===== config.mk =====
export PLATFORM = sky130hd
export DESIGN_NAME = tt_ajah_stott_holmes_serial_subtractor_flat
export DESIGN_NICKNAME = d
export VERILOG_FILES = /design/src/rtl/tt_ajah_stott_holmes_serial_subtractor_if.sv /design/src/rtl/tt_ajah_stott_holmes_serial_subtractor.sv /design/src/flat_wrapper.sv
export SDC_FILE = /design/constraint.sdc
export NUM_CORES = 1
export LEC_CHECK = 0
export ABC_AREA = 1
export BUFFER_PORTS_ARGS = -buffer_cell sky130_fd_sc_hd__buf_2
export CORE_MARGIN = 2
export CORE_UTILIZATION = 35
export CTS_CLUSTER_SIZE = 40
export DETAILED_ROUTE_END_ITERATION = 10
export HOLD_SLACK_MARGIN = 0.06
export PLACE_DENSITY = 0.62
export SLEW_MARGIN = 15
export SYNTH_ARGS = -nofsm -noshare
export SYNTH_HDL_FRONTEND = slang
export SYNTH_SLANG_ARGS = --single-unit

===== constraint.sdc =====
create_clock -name clk -period 4.8 [get_ports clk]
set_clock_uncertainty 0.15 [all_clocks]
set_input_delay 0.24 -clock clk [delete_from_list [all_inputs] [get_ports clk]]
set_output_delay 0.24 -clock clk [all_outputs]
set_load 0.1 [all_outputs]

===== src/rtl/tt_ajah_stott_holmes_serial_subtractor_if.sv =====
`default_nettype none
// ============================================================================
// Module   : tt_ajah_stott_holmes_serial_subtractor_if
// Brief    : Tiny Tapeout user pin bundle for the bit-serial subtractor tile.
// Revision : 1.0
// ============================================================================
interface tt_ajah_stott_holmes_serial_subtractor_if;
  logic       ena;
  logic [7:0] ui_in;
  logic [7:0] uo_out;
  logic [7:0] uio_in;
  logic [7:0] uio_out;
  logic [7:0] uio_oe;

  modport master (
    output ena, ui_in, uio_in,
    input  uo_out, uio_out, uio_oe
  );

  modport slave (
    input  ena, ui_in, uio_in,
    output uo_out, uio_out, uio_oe
  );
endinterface
`default_nettype wire


===== src/rtl/tt_ajah_stott_holmes_serial_subtractor.sv =====
`default_nettype none
// ============================================================================
// Module   : tt_ajah_stott_holmes_serial_subtractor
// Brief    : LSB-first serial A-B (8-bit words, registered borrow);
//            `SERIAL_SUB_SATURATE_EN clamps borrowing results to 0x00.
// Revision : 1.0
// ============================================================================
module tt_ajah_stott_holmes_serial_subtractor (
  input  logic clk,
  input  logic rst_n,
  tt_ajah_stott_holmes_serial_subtractor_if.slave io
);

  logic [2:0] bit_cnt_q, bit_cnt_d;
  logic       brw_q, brw_d;
  logic [7:0] work_q, work_d;
  logic [7:0] result_q, result_d;
  logic       diff_bit_q, diff_bit_d;
  logic       borrow_q, borrow_d;
  logic       done_q, done_d;

  logic       a_bit, b_bit, valid_eff, bit_last;
  logic       d_bit, brw_next, end_of_word;
  logic [7:0] keep_mask, word_final;

  assign a_bit       = io.ui_in[0];
  assign b_bit       = io.ui_in[1];
  assign valid_eff   = io.ui_in[2] & io.ena;
  assign bit_last    = io.ui_in[3];

  assign d_bit       = a_bit ^ b_bit ^ brw_q;
  assign brw_next    = (~a_bit & b_bit) | (~(a_bit ^ b_bit) & brw_q);
  assign end_of_word = valid_eff & (bit_last | (bit_cnt_q == 3'd7));

  // Bits 0..bit_cnt kept, current bit spliced in, higher bits zero-extended.
  assign keep_mask   = 8'hFF >> (3'd7 - bit_cnt_q);
  assign word_final  = ((work_q & ~(8'd1 << bit_cnt_q)) | ({7'd0, d_bit} << bit_cnt_q))
                       & keep_mask;

  always_comb begin
    bit_cnt_d  = bit_cnt_q;
    brw_d      = brw_q;
    work_d     = work_q;
    result_d   = result_q;
    diff_bit_d = diff_bit_q;
    borrow_d   = borrow_q;
    done_d     = 1'b0;

    if (valid_eff) begin
      diff_bit_d         = d_bit;
      work_d[bit_cnt_q]  = d_bit;
      if (end_of_word) begin
`ifdef SERIAL_SUB_SATURATE_EN
        result_d = brw_next ? 8'h00 : word_final;
`else
        result_d = word_final;
`endif
        borrow_d  = brw_next;
        done_d    = 1'b1;
        bit_cnt_d = 3'd0;
        brw_d     = 1'b0;
        work_d    = 8'd0;
      end else begin
        bit_cnt_d = bit_cnt_q + 3'd1;
        brw_d     = brw_next;
      end
    end
  end

  always_ff @(posedge clk) begin
    if (!rst_n) begin
      bit_cnt_q  <= 3'd0;
      brw_q      <= 1'b0;
      work_q     <= 8'd0;
      result_q   <= 8'd0;
      diff_bit_q <= 1'b0;
      borrow_q   <= 1'b0;
      done_q     <= 1'b0;
    end else begin
      bit_cnt_q  <= bit_cnt_d;
      brw_q      <= brw_d;
      work_q     <= work_d;
      result_q   <= result_d;
      diff_bit_q <= diff_bit_d;
      borrow_q   <= borrow_d;
      done_q     <= done_d;
    end
  end

  assign io.uo_out  = result_q;
  assign io.uio_out = {1'b0, bit_cnt_q, (bit_cnt_q != 3'd0), done_q, borrow_q, diff_bit_q};
  assign io.uio_oe  = 8'hFF;

  logic unused_ok;
  assign unused_ok = &{1'b0, io.ui_in[7:4], io.uio_in};

endmodule
`default_nettype wire

===== src/flat_wrapper.sv =====
// flat-port wrapper written by rule: the top's interface ports become plain ports
module tt_ajah_stott_holmes_serial_subtractor_flat 
  (clk, rst_n, io_ena, io_ui_in, io_uio_in, io_uo_out, io_uio_out, io_uio_oe);
  tt_ajah_stott_holmes_serial_subtractor_if io_i ();
  input  logic clk;
  input  logic rst_n;
  input wire logic [$bits(io_i.ena)-1:0] io_ena;
  input wire logic [$bits(io_i.ui_in)-1:0] io_ui_in;
  input wire logic [$bits(io_i.uio_in)-1:0] io_uio_in;
  output wire logic [$bits(io_i.uo_out)-1:0] io_uo_out;
  output wire logic [$bits(io_i.uio_out)-1:0] io_uio_out;
  output wire logic [$bits(io_i.uio_oe)-1:0] io_uio_oe;
  assign io_i.ena = io_ena;
  assign io_i.ui_in = io_ui_in;
  assign io_i.uio_in = io_uio_in;
  assign io_uo_out = io_i.uo_out;
  assign io_uio_out = io_i.uio_out;
  assign io_uio_oe = io_i.uio_oe;
  tt_ajah_stott_holmes_serial_subtractor u_core (.clk(clk), .rst_n(rst_n), .io(io_i));
endmodule

==> impl_metrics.json, run 1 <==
{
  "status": "finished, final reports clean",
  "worst_hold_path.endpoint": "u_core.io.uo_out[0]",
  "hold_class": "input pin to flop",
  "start_util_pct": 36.3,
  "rsz0062_at_grt": "no",
  "n_fill_cell": 399,
  "leakagePower_uw": 0.000708,
  "fin_ws_ns": 2.72,
  "switching_share_pct": 34.4,
  "dpl.hpwl_mm": 1.91,
  "ys_seq_area_share_pct": 33.4,
  "fp-row-count": 22,
  "die_w_microns": 65.4,
  "h-tree-depth": 1,
  "antenna_found_initial": 0,
  "gp_congestion": 0.874,
  "post_cts_buffers": 0,
  "maxSlewViolCount": 0,
  "pre_cts_slack_ns": 2.90,
  "n_antenna_cell": 0,
  "drt-total-wl_mm": 2.55,
  "drtIter0Drc": 33,
  "clk_pin_slew_ns": 0.08,
  "via_per_inst": 4.26,
  "clockBufferDepth": 2,
  "core_area_sq_um": 3630,
  "syn2layout_area_growth_pct": 9.59,
  "drive_above_1_share_pct": 22.0,
  "peakVddDrop_mv": 0.202,
  "power.switching_uw": 143,
  "worstSetupPathType": "flop to output port",
  "dr.pass1.iters": 4,
  "p_comb_share_pct": 21.8,
  "ys_warn_count": 0,
  "cts_root_buf": "clkbuf_8",
  "p_seq_share_pct": 45.3,
  "hold_path_startpoint": "rst_n",
  "finalCriticalPeriod_ns": 2.08,
  "synthesis.area_sq_um": 1320,
  "wire_per_inst_microns": 10.1,
  "ioPinCount": 43,
  "grt_pass1_wl_mm": 4.57,
  "clkLatencyLatePin_ns": 0.27,
  "grt_pass1_vias": 964,
  "clock.fmax_ghz": 0.481,
  "dieArea_sq_um": 4270,
  "layout_commonest_cell": "nand2_1",
  "hold_violations": 0,
  "maxCapViolations": 0,
  "holdBufCountCts": 0,
  "rr_startpoint": "u_core.bit_cnt_q[1]",
  "postSynthCellCount": 188,
  "nets": 233,
  "synth_seq_cells": 22,
  "internal_power_uw": 272,
  "r2r_slack_ns": 2.90,
  "cts_buffers": 3,
  "fp.dieH_microns": 65.4,
  "cts_tree": "done",
  "grt_max_degree": 13,
  "p_per_area_nw_per_um2": 287,
  "cts_sinks": 22,
  "crit_arrival_ns": 1.69,
  "io_buffer_count": 21,
  "layout_common_cells": "nand2_1 (64), dfxtp_1 (22), buf_2 (21)",
  "vias": 1078,
  "whs_ns": 0.0795,
  "clockPowerShare_pct": 32.9,
  "worst_ep_required_time_ns": 4.41,
  "yosysUniqueCellTypes": 22,
  "cp-start-kind": "flop",
  "synth_top_area_share_pct": 33.4,
  "regToRegEndpoint": "u_core.io.uo_out[0]",
  "reg2reg_depth": 8,
  "drcViolationCount": 0,
  "cts_resized": 0,
  "grt-ovfl-total": 0,
  "cp-end-kind": "output port",
  "netlist_top_cells_area": "dfxtp_1 (33%), nand2_1 (18%), buf_4 (7.4%), ha_1 (6.6%), inv_1 (4.3%)",
  "yosysTopAreaCell": "dfxtp_1",
  "hold_depth": 3,
  "antenna_left": 0,
  "grt.total_usage_pct": 14.1,
  "syn_area_per_cell_sq_um": 7.01,
  "setup_viol": 0,
  "fin_crit_sh_pct": 43.3,
  "finalSetupTns_ns": 0,
  "path_max_fanout": 8
}
## cell type report
class	count	area (sq um)	share of cell area, %
timing repair buffer	21	105	7.28
tap	48	60.1	4.16
sequential	22	440	30.5
clock buffer	4	55.1	3.81
multi-input combinational	134	693	48.0
inverter	24	90.1	6.24
## critical path, stage by stage (launching register included)
cell and delay [ns]:
dfxtp_1 0.51, inv_2 0.11, ha_1 0.24, nand2_1 0.12, buf_2 0.44
## routing by layer
metal | up-vias | wire [microns] | global-route usage, %
li1 | 583 | - | -
met1 | 459 | 1280 | 18.8
met2 | 30 | 1090 | 20.9
met3 | 6 | 147 | 4.45
met4 | 0 | 34 | 5.73
met5 | - | 0 | 0
## stage by stage
step / util [%] / cell area [sq um] / total power [uW] / cells
5_1_grt: 39.7 / 1440 / 435 / 253
2_1_floorplan: - / 1340 / 277 / 195
3_3_place_gp: 38.2 / 1390 / 283 / 249
3_5_place_dp: 38.2 / 1390 / 282 / 249
6_report: 39.7 / 1440 / 415 / 253
4_1_cts: 39.7 / 1440 / 420 / 253
## cell families after synthesis
group / synth area share [%]
other: 0.570
buffers and inverters: 16.0
AO/OA/AOI/OAI: 6.08
adder cells (fa/ha/maj): 8.17
AND/OR/NAND/NOR: 35.8
flip-flops: 33.4
## sequential cells by signal, summed over array words and instances (netlist names)
signal / cells
u_core.borrow_q: 1
u_core.diff_bit_q: 1
u_core.io.uo_out: 8
u_core.bit_cnt_q: 3
u_core.brw_q: 1
u_core.work_q: 7
u_core.done_q: 1
## power by group through the flow
stage / Clock [uW] / Combinational [uW] / Sequential [uW]
after floorplan: 0 / 77.8 / 199
after global placement: 0 / 90.6 / 192
after detailed placement: 0 / 90.1 / 192
after CTS: 142 / 90.2 / 188
after global routing: 150 / 96.1 / 189
final: 136 / 90.2 / 188
## cell usage after synthesis
| master | number |
|---|---|
| o21ai_1 | 3 |
| buf_6 | 2 |
| nor2_1 | 14 |
| nor3b_1 | 1 |
| dfxtp_1 | 22 |
| nor2_8 | 1 |
| nand2_2 | 1 |
| nor2_4 | 5 |
| fa_1 | 1 |
| nand3_1 | 9 |
| clkinv_1 | 1 |
| inv_2 | 8 |
| conb_1 | 2 |
| nand3b_1 | 1 |
| nor2_2 | 4 |
| nand2_1 | 64 |
| nand2_4 | 1 |
| a21oi_1 | 11 |
| o21ai_0 | 2 |
| buf_4 | 13 |
| inv_1 | 15 |
| ha_1 | 7 |
## worst max path at each step
stage | from | endpoint | slack [ns] | cells past startpoint
2_1_floorplan | u_core.bit_cnt_q[1] | u_core.io.uo_out[0] | 2.20 | 5
6_report | u_core.bit_cnt_q[1] | io_uio_out[3] | 2.72 | 4
5_1_grt | u_core.bit_cnt_q[1] | io_uio_out[3] | 2.61 | 4
3_5_place_dp | u_core.bit_cnt_q[1] | u_core.io.uo_out[0] | 2.90 | 8
3_3_place_gp | u_core.bit_cnt_q[1] | u_core.io.uo_out[0] | 2.88 | 8
4_1_cts | u_core.bit_cnt_q[1] | io_uio_out[3] | 2.71 | 4
No activity file was read; power rests on OpenSTA's default activity.
==> inputs of run 2 (changes only) <==
clock period = 2.16 ns   (was 4.8 ns; I/O delays follow)
==> impl_metrics.json, run 2 (synthesized netlist as in run 1, its figures left out) <==
{
  "drcViolationCount": 0,
  "grt-ovfl-total": 0,
  "clkLatencyLatePin_ns": 0.27,
  "cts_buffers": 3,
  "finalCriticalPeriod_ns": 1.82,
  "status": "finished, final reports clean",
  "dpl.hpwl_mm": 2.00,
  "rsz0062_at_grt": "no",
  "gp_congestion": 0.783,
  "io_buffer_count": 21,
  "layout_common_cells": "nand2_1 (63), buf_2 (21), dfxtp_1 (19)",
  "path_max_fanout": 8,
  "hold_class": "input pin to flop",
  "max_stage_delay_ns": 0.44,
  "fp.dieH_microns": 65.4,
  "clock.fmax_ghz": 0.549,
  "hold_violations": 0,
  "h-tree-depth": 1,
  "antenna_found_initial": 0,
  "wire_per_inst_microns": 10.4,
  "cp-end-kind": "output port",
  "dr.pass1.iters": 4,
  "crit_arrival_ns": 1.56,
  "drive_above_1_share_pct": 23.8,
  "p_per_area_nw_per_um2": 634,
  "vias": 1110,
  "dieArea_sq_um": 4270,
  "grt_pass1_wl_mm": 4.66,
  "fp-row-count": 22,
  "grt.total_usage_pct": 14.1,
  "holdBufCountCts": 1,
  "fin_crit_sh_pct": 84.3,
  "maxSlewViolCount": 0,
  "largest_reg_flops": 8,
  "cp_top_family": "buffers and inverters",
  "n_antenna_cell": 0,
  "worst_ep_required_time_ns": 1.90,
  "cts_resized": 0,
  "fin_util_pct": 40.2,
  "die_w_microns": 65.4,
  "cts_sinks": 22,
  "drtIter0Drc": 20,
  "cts_root_buf": "clkbuf_8",
  "layout_commonest_cell": "nand2_1",
  "start_util_pct": 36.3,
  "clockBufferDepth": 2,
  "slowest_stage": "dfxtp_2",
  "cts_tree": "done",
  "nets": 234,
  "maxCapViolations": 0,
  "critPathBufInv": 2,
  "setup_viol": 0,
  "core_area_sq_um": 3630,
  "grt_max_degree": 13,
  "finalSetupTns_ns": 0,
  "syn2layout_area_growth_pct": 10.8,
  "leakagePower_uw": 0.000713,
  "worstSetupPathType": "flop to output port",
  "grt_pass1_vias": 1026,
  "path_cells": "inv_2, ha_1, nand2_2, buf_2",
  "post_cts_buffers": 0,
  "clk_pin_slew_ns": 0.08,
  "cp-start-kind": "flop",
  "drt-total-wl_mm": 2.64,
  "via_per_inst": 4.37,
  "peakVddDrop_mv": 0.402,
  "antenna_left": 0,
  "ioPinCount": 43
}
-- run 2: worst paths after layout --
path | startpoint | end | slack (ns) | cells after the start
max reg2reg | u_core.bit_cnt_q[1] | u_core.bit_cnt_q[0] | 0.37 | 6
min | io_ena | u_core.bit_cnt_q[1] | 0.07 | 4
max | u_core.bit_cnt_q[1] | io_uio_out[3] | 0.34 | 4
min reg2reg | u_core.io.uo_out[2] | u_core.io.uo_out[2] | 0.30 | 2
-- run 2: metal layers --
layer	routed length (microns)	track usage [%]	share of wire, %
met3	149	3.60	5.6
met4	18	3.13	0.68
met2	1200	22.7	45
met1	1270	18.9	48
met5	0	0	0
-- run 2: metrics by stage --
| step | hold slack (ns) | area, sq um | setup slack [ns] | std cells | total power (uW) |
|---|---|---|---|---|---|
| finish | 0.0713 | 1460 | 0.340 | 254 | 925 |
| global route | 0.102 | 1460 | 0.232 | 254 | 960 |
| CTS | 0.0727 | 1460 | 0.338 | 254 | 937 |
| detailed placement | 0.234 | 1400 | 0.367 | 249 | 630 |
| global placement | 0.229 | 1400 | 0.378 | 249 | 630 |
| floorplan | 0.0611 | 1350 | 0.171 | 195 | 617 |
-- run 2: report_power, final --
group | internal (uW) | total (uW) | switching [uW]
Sequential | 412 | 418 | 5.91
Combinational | 31.1 | 203 | 172
Clock | 163 | 304 | 141
Total | 606 | 925 | 319
-- run 2: layout make-up --
cell class / instances / area, sq um
tap: 48 / 60.1
fill: 411 / 2170
multi-input combinational: 134 / 696
timing repair buffer: 22 / 115
sequential: 22 / 444
clock buffer: 4 / 55.1
inverter: 24 / 90.1
-- run 2: worst min-delay path, stage by stage --
cell     delay, ns
buf_2         0.10
nand2_4       0.11
nand2_1       0.08
a21oi_1       0.05
==> inputs of run 3 (changes only) <==
clock period = 1.7 ns   (was 2.16 ns; I/O delays follow)
==> impl_metrics.json, run 3 (synthesized netlist as in run 1, its figures left out) <==
{
  "status": "finished, final reports clean",
  "h-tree-depth": 1,
  "multi_input_area_sq_um": 729,
  "clockBufferDepth": 2,
  "drtIter0Drc": 66,
  "n_antenna_cell": 0,
  "peakVddDrop_mv": 0.489,
  "nets": 245,
  "layout_commonest_cell": "nand2_1",
  "cp-end-kind": "output port",
  "grt.total_usage_pct": 14.4,
  "instances_no_fill": 265,
  "fp.dieH_microns": 65.4,
  "worst_ep_required_time_ns": 1.46,
  "io_buffer_count": 21,
  "path_max_fanout": 7,
  "die_w_microns": 65.4,
  "fin_ws_ns": 0.0642,
  "placedCellCount": 255,
  "clock.fmax_ghz": 0.611,
  "cts_root_buf": "clkbuf_8",
  "dieArea_sq_um": 4270,
  "dr.pass1.iters": 4,
  "fin_crit_sh_pct": 96.2,
  "syn2layout_area_growth_pct": 22.0,
  "routed.top_layer": "met4",
  "cp-start-kind": "flop",
  "antenna_left": 0,
  "setup_viol": 0,
  "hold_class": "input pin to flop",
  "wire_per_inst_microns": 10.5,
  "pre_cts_slack_ns": 0.0421,
  "worstSetupPathType": "flop to output port",
  "dpl.hpwl_mm": 2.09,
  "leakagePower_uw": 0.000769,
  "start_util_pct": 36.3,
  "gp_congestion": 0.840,
  "n_fill_cell": 397,
  "cts_sinks": 22,
  "grt_pass1_vias": 1025,
  "grt-ovfl-total": 0,
  "drcViolationCount": 0,
  "largest_reg_flops": 8,
  "layout_common_cells": "nand2_1 (62), buf_2 (20), dfxtp_1 (18)",
  "drive_above_1_share_pct": 29.0,
  "ioPinCount": 43,
  "wl_met2_mm": 1.27,
  "vias": 1136,
  "seq_area_sq_um": 453,
  "antenna_found_initial": 0,
  "p_per_area_nw_per_um2": 750,
  "crit_arrival_ns": 1.40,
  "cts_tree": "done",
  "grt_pass1_wl_mm": 4.75,
  "clkLatencyLatePin_ns": 0.27,
  "rsz0062_at_grt": "yes",
  "maxSlewViolCount": 0,
  "wl_met1_mm": 1.37,
  "drt-total-wl_mm": 2.79,
  "finalCriticalPeriod_ns": 1.64,
  "clk_pin_slew_ns": 0.08,
  "via_per_inst": 4.29,
  "routed-wl-met3_microns": 118,
  "fp-row-count": 22,
  "hold_violations": 0,
  "grt_max_degree": 13,
  "cts_buffers": 3,
  "maxCapViolations": 0,
  "core_area_sq_um": 3630
}
run 3: cell types whose count changed in the layout (fill, tap and decap cells not counted), moves of 2 or more:
cell and change:
buf_4 +8, dfxtp_4 +3, dlygate4sd3_1 +3, dfxtp_2 -2
ha_1 -2
run 3: area by class of cell:
class	instances	area share, %
Multi-Input combinational cell	134	45.4
Sequential cell	22	28.2
Timing Repair Buffer	33	13.7
Inverter	24	5.60
Tap cell	48	3.74
Clock buffer	4	3.42
run 3: where the power goes:
group / internal [uW] / switching, uW
clock network: 207 / 175
registers: 520 / 4.94
logic: 68.0 / 230
total: 795 / 411
run 3: per-layer routing:
layer / vias to the layer above / track usage [%]
li1: 609 / -
met1: 498 / 19.9
met2: 24 / 22.6
met3: 5 / 3.60
met4: 0 / 3.13
met5: - / 0
run 3: through the flow:
stage | setup TNS [ns] | total power (uW) | hold WS, ns | instance area, sq um | util (%)
final | 0 | 1210 | 0.128 | 1610 | 44.2
after global routing | -0.0277 | 1260 | 0.163 | 1610 | 44.2
after CTS | 0 | 1210 | 0.111 | 1580 | 43.4
after detailed placement | 0 | 818 | 0.206 | 1480 | 40.8
after global placement | 0 | 818 | 0.200 | 1480 | 40.8
after floorplan | 0 | 783 | 0.0381 | 1380 | -
run 3: worst max-delay path: stages, from the launching register on:
cell,delay [ns]
dfxtp_4,0.37
buf_4,0.15
inv_2,0.07
ha_1,0.26
nand2_4,0.11
buf_12,0.17
run 3: path summary, 6_finish.rpt:
path	cells after the start	start	end	slack, ns
max	5	u_core.bit_cnt_q[0]	io_uio_out[3]	0.06
max reg2reg	6	u_core.brw_q	u_core.work_q[2]	0.07
min	5	io_ui_in[0]	u_core.borrow_q	0.13
min reg2reg	2	u_core.io.uo_out[1]	u_core.io.uo_out[1]	0.30
run 3: timing repair:
item	CTS	global route
hold buffers	4	0
resized for setup	0	6
buffers inserted	0	2
endpoints found under the setup margin	0	11
endpoints found under the hold margin	6	0
